===== src/rtl/vec_stream_reader.sv =====
// Vector stream producer: reads cmd_len consecutive words from a 1-cycle SRAM
// starting at cmd_addr and streams them out through a 2-entry FIFO.
module vec_stream_reader #(
  parameter int DATA_W = 512,
  parameter int ADDR_W = 10,
  parameter int LEN_W  = 8
) (
  input  logic              clk,
  input  logic              rst,
  input  logic [ADDR_W-1:0] cmd_addr,
  input  logic [LEN_W-1:0]  cmd_len,
  input  logic              cmd_valid,
  output logic              cmd_ready,
  output logic              sram_en,
  output logic [ADDR_W-1:0] sram_addr,
  input  logic [DATA_W-1:0] sram_rdata,
  output logic [DATA_W-1:0] out_data,
  output logic              out_valid,
  input  logic              out_ready,
  output logic              done
);

  typedef enum logic [1:0] {IDLE, READ, DRAIN} state_e;

  state_e                   state_q, state_d;
  logic [ADDR_W-1:0]        addr_q, addr_d;
  logic [LEN_W-1:0]         rem_q, rem_d;
  logic                     inflight_q, inflight_d;
  logic                     done_q, done_d;
  logic [1:0][DATA_W-1:0]   mem_q, mem_d;
  logic                     rd_ptr_q, rd_ptr_d;
  logic                     wr_ptr_q, wr_ptr_d;
  logic [1:0]               cnt_q, cnt_d;

  logic                     push, pop, issue, cmd_fire;
  logic [2:0]               occ;

  assign out_valid = (cnt_q != 2'd0);
  assign out_data  = mem_q[rd_ptr_q];
  assign cmd_ready = (state_q == IDLE);
  assign sram_en   = issue;
  assign sram_addr = addr_q;
  assign done      = done_q;

  always_comb begin
    push     = inflight_q;
    pop      = out_valid & out_ready;
    cmd_fire = cmd_valid & cmd_ready;
    // Credit: a word is only requested if a FIFO slot is certain to be free
    // when its data lands, counting the pop happening this cycle.
    occ      = {1'b0, cnt_q} + {2'b0, inflight_q};
    issue    = (state_q == READ) && (occ < (3'd2 + {2'b0, pop}));

    state_d    = state_q;
    addr_d     = addr_q;
    rem_d      = rem_q;
    done_d     = 1'b0;
    inflight_d = issue;

    case (state_q)
      IDLE: begin
        if (cmd_fire) begin
          addr_d  = cmd_addr;
          rem_d   = cmd_len;
          state_d = (cmd_len == '0) ? DRAIN : READ;
        end
      end
      READ: begin
        if (issue) begin
          addr_d = addr_q + ADDR_W'(1);
          rem_d  = rem_q - LEN_W'(1);
          if (rem_q == LEN_W'(1)) state_d = DRAIN;
        end
      end
      DRAIN: begin
        // Finish when the FIFO empties this cycle, so done lands with cmd_ready.
        if (!inflight_q && (cnt_q == 2'd0 || (cnt_q == 2'd1 && pop))) begin
          done_d  = 1'b1;
          state_d = IDLE;
        end
      end
      default: state_d = IDLE;
    endcase

    mem_d = mem_q;
    if (push) mem_d[wr_ptr_q] = sram_rdata;
    wr_ptr_d = wr_ptr_q ^ push;
    rd_ptr_d = rd_ptr_q ^ pop;
    cnt_d    = cnt_q + {1'b0, push} - {1'b0, pop};
  end

  always_ff @(posedge clk or posedge rst) begin
    if (rst) begin
      state_q    <= IDLE;
      addr_q     <= '0;
      rem_q      <= '0;
      inflight_q <= 1'b0;
      done_q     <= 1'b0;
      mem_q      <= '0;
      rd_ptr_q   <= 1'b0;
      wr_ptr_q   <= 1'b0;
      cnt_q      <= 2'd0;
    end else begin
      state_q    <= state_d;
      addr_q     <= addr_d;
      rem_q      <= rem_d;
      inflight_q <= inflight_d;
      done_q     <= done_d;
      mem_q      <= mem_d;
      rd_ptr_q   <= rd_ptr_d;
      wr_ptr_q   <= wr_ptr_d;
      cnt_q      <= cnt_d;
    end
  end

endmodule

===== config.mk =====
export PLATFORM = sky130hd
export DESIGN_NAME = vec_stream_reader
export DESIGN_NICKNAME = d
export VERILOG_FILES = /design/src/rtl/vec_stream_reader.sv
export SDC_FILE = /design/constraint.sdc
export NUM_CORES = 2
export LEC_CHECK = 0
export CAP_MARGIN = 20
export CORE_AREA = 2 2 413 415
export CTS_CLUSTER_SIZE = 40
export DETAILED_ROUTE_END_ITERATION = 6
export DIE_AREA = 0 0 415 417
export PLACE_DENSITY_LB_ADDON = 0.12
export SLEW_MARGIN = 40
export SYNTH_ARGS = -nofsm -noshare
export SYNTH_HDL_FRONTEND = slang
export SYNTH_SLANG_ARGS = --single-unit

===== constraint.sdc =====
create_clock -name clk -period 29.8 [get_ports clk]
set_input_delay 2.98 -clock clk [delete_from_list [all_inputs] [get_ports clk]]
set_output_delay 2.98 -clock clk [all_outputs]
set_load 0.005 [all_outputs]

==> flow_summary.json <==
{
  "outcome": "finished clean",
  "syn_inst": 2897,
  "cp_top_family": "buffers and inverters",
  "cp_slowest_cell": "dfrtp_4",
  "vias": 28300,
  "synthTopCellsByArea": "dfrtp_1, mux2_2, buf_2",
  "path_common_cell": "buf_4",
  "hpwlAfterDp_mm": 108,
  "fill_cells": 16200,
  "cts_sinks": 1050,
  "yosysTopAreaCell": "dfrtp_1",
  "fin_nets": 4499,
  "top_layer": "met5",
  "grt_overflow_total": 0,
  "syn_area_per_cell_um2": 15.6,
  "drive_gt1_share_pct": 44.1,
  "cp.required_ns": 26.82,
  "crit_chain": "buf_4, buf_4, buf_6, mux2_2, clkdlybuf4s50_1",
  "fin_util_pct": 37.3,
  "synth-seq-area-share_pct": 58.0,
  "synth.top_cell.area_share_pct": 58.0,
  "tritoncts": "built",
  "hold_slack_ns": 0.498,
  "drt_iter0_markers": 1118,
  "die-area_um2": 173000,
  "grt_max_degree": 133,
  "final_cells": 6289,
  "slew_headroom_pct": 45.2,
  "drv_cap": 0,
  "fmax_mhz": 130,
  "cts-root-buf": "clkbuf_16",
  "cts.path.max_buffers": 3,
  "wl_met1_mm": 59.7,
  "wl_met2_mm": 76.1,
  "die_h_um": 417,
  "area_delta_synth_final_pct": 38.6,
  "num_rows": 151,
  "drc": 0,
  "dp.cells": 6037,
  "worst_slack_ns": 22.09,
  "via_per_inst": 4.50,
  "dp_slack_ns": 22.12,
  "r2r_slack_ns": 25.63,
  "avgRoutedWirePerCell_um": 23.7,
  "clk_pin_slew_ns": 0.06,
  "cp_data_arrival_time_ns": 4.73,
  "synth_seq_cells": 1050,
  "worstSetupEndpointType": "output port",
  "powerDensity_nw_per_um2": 123,
  "track_usage_pct": 17.0,
  "wl_met3_mm": 9.30,
  "async_flop_share_pct": 100,
  "worstHoldPathType": "flip-flop to flip-flop",
  "port_buffers": 1059,
  "post_cts_resized": 0,
  "core_area_um2": 169000,
  "drtPass1Iterations": 5,
  "wirelength_mm": 149,
  "synthFlopType": "dfrtp_1",
  "leakage_nw": 25.3,
  "cp_max_fo": 58,
  "max-vdd-ir-drop_v": 0.0000553,
  "gp_congestion": 0.807,
  "syn_area_um2": 45300,
  "rsz0062_at_grt": "no",
  "path_class": "flip-flop to output port",
  "cts-buffers-inserted": 131,
  "grt_pass1_vias": 30400,
  "clk_latency_ns": 0.74,
  "period_needed_ns": 7.71,
  "postCtsHoldBufs": 0,
  "cts.htree.levels": 4,
  "fin_crit_sh_pct": 25.9,
  "postCtsSetupBuffers": 0,
  "yosys_warnings": 0,
  "tns_ns": 0,
  "grt_pass1_wl_mm": 219,
  "ant_nets": 0,
  "hold_viol": 0,
  "synth_cell_type_count": 48,
  "start_kind": "flip-flop",
  "setup_viol": 0,
  "synth_edf_count": 0,
  "skew_ns": 0.0361,
  "cpPeakStageDelay_ns": 0.91,
  "design_area_um2": 62800,
  "fin_total_pwr_mw": 7.75,
  "syn_nets": 3440,
  "pin_count": 1060,
  "path_buf_inv": 4,
  "maxSlewViolCount": 0,
  "initial_core_util_pct": 26.9,
  "placed_cell_area_um2": 58300,
  "die_w_um": 415,
  "worstMarginPinSlew_ns": 0.821,
  "antenna_found_initial": 45
}
## cell families after synthesis
family	synth area share, %
fa+ha+maj	0.249
simple gates	0.704
compound gates	0.746
mux	38.2
xor+xnor	0.0580
buf+inv	2.01
flops	58.0
## sequential cells by signal, indices dropped and copies added, names as in the netlist
name,cells
rd_ptr_q,1
sram_addr,10
wr_ptr_q,1
mem_q,1024
rem_q,8
cnt_q,2
inflight_q,1
done,1
state_q,2
## worst reg2reg max path, delay by kind of cell (launching register included)
family / cells / cell delay (ns)
buffers and inverters: 5 / 2.47
flip-flops: 1 / 0.54
multiplexers: 1 / 0.50
adder cells (fa/ha/maj): 1 / 0.53
## Yosys cell counts (2+ instances only)
cell / instances
mux2_2: 1536
ha_1: 9
nand4_1: 4
nor4_1: 4
nand2b_1: 2
buf_4: 3
o21ai_0: 9
o31a_1: 2
o221a_2: 3
o22ai_1: 2
clkbuf_1: 29
o211ai_1: 2
inv_1: 13
a211oi_1: 2
and3b_1: 2
nand3_1: 6
nor3_1: 4
a21oi_1: 12
nand2_1: 17
buf_2: 144
xnor2_1: 3
mux2i_1: 2
dfrtp_1: 1050
nor2_1: 12
a22oi_1: 2
## cells in the final DEF (no fill, tap or decap), drive strengths merged, types with 2 or more instances in the layout
master / netlist / layout
mux2i: 2 / 2
and3b: 2 / 2
o31a: 2 / 2
bufinv: 0 / 7
nand4: 4 / 4
nor3: 4 / 4
a21oi: 13 / 13
o22ai: 2 / 2
nand2: 18 / 18
clkdlybuf4s50: 0 / 1059
o21ai: 11 / 11
mux2: 1536 / 1536
nand2b: 2 / 2
nor4: 4 / 4
clkinv: 0 / 20
inv: 13 / 13
a211oi: 2 / 2
dfrtp: 1050 / 1050
diode: 0 / 20
clkinvlp: 0 / 2
ha: 9 / 9
o221a: 3 / 3
a22oi: 2 / 2
buf: 148 / 44
nor2: 13 / 13
clkbuf: 29 / 199
xnor2: 3 / 3
nand3: 6 / 6
o211ai: 2 / 2
## worst paths after layout
check                           startpoint       endpoint  cells past startpoint
min in group asynchronous              rst     mem_q[285]                      2
worst min-delay path            mem_q[592]     mem_q[592]                      1
max in group asynchronous              rst     mem_q[394]                      7
worst max register to register  inflight_q     mem_q[725]                      7
worst max-delay path              rd_ptr_q  out_data[244]                      5
worst min register to register  mem_q[592]     mem_q[592]                      1
## power breakdown
part	total [mW]	internal, mW	switching (mW)
Combinational	3.60	2.24	1.36
Clock	1.59	0.970	0.619
Sequential	2.56	2.17	0.391
Total	7.75	5.37	2.37
## per-layer routing
metal,vias to the layer above,global-route usage [%]
met5,-,0
met4,38,4.79
met3,223,5.36
met2,716,29.5
met1,14700,20.0
li1,12600,-
## layout make-up
type | count | area (um^2) | area share [%]
tap | 2218 | 2780 | 4.42
multi-input combinational | 1657 | 18100 | 28.9
antenna | 20 | 50.0 | 0.0797
timing repair buffer | 1103 | 11200 | 17.8
clock buffer | 199 | 3950 | 6.29
clock inverter | 29 | 353 | 0.562
inverter | 13 | 52.6 | 0.0837
sequential | 1050 | 26300 | 41.9
Note: power is estimated with default switching activity, not from simulation.
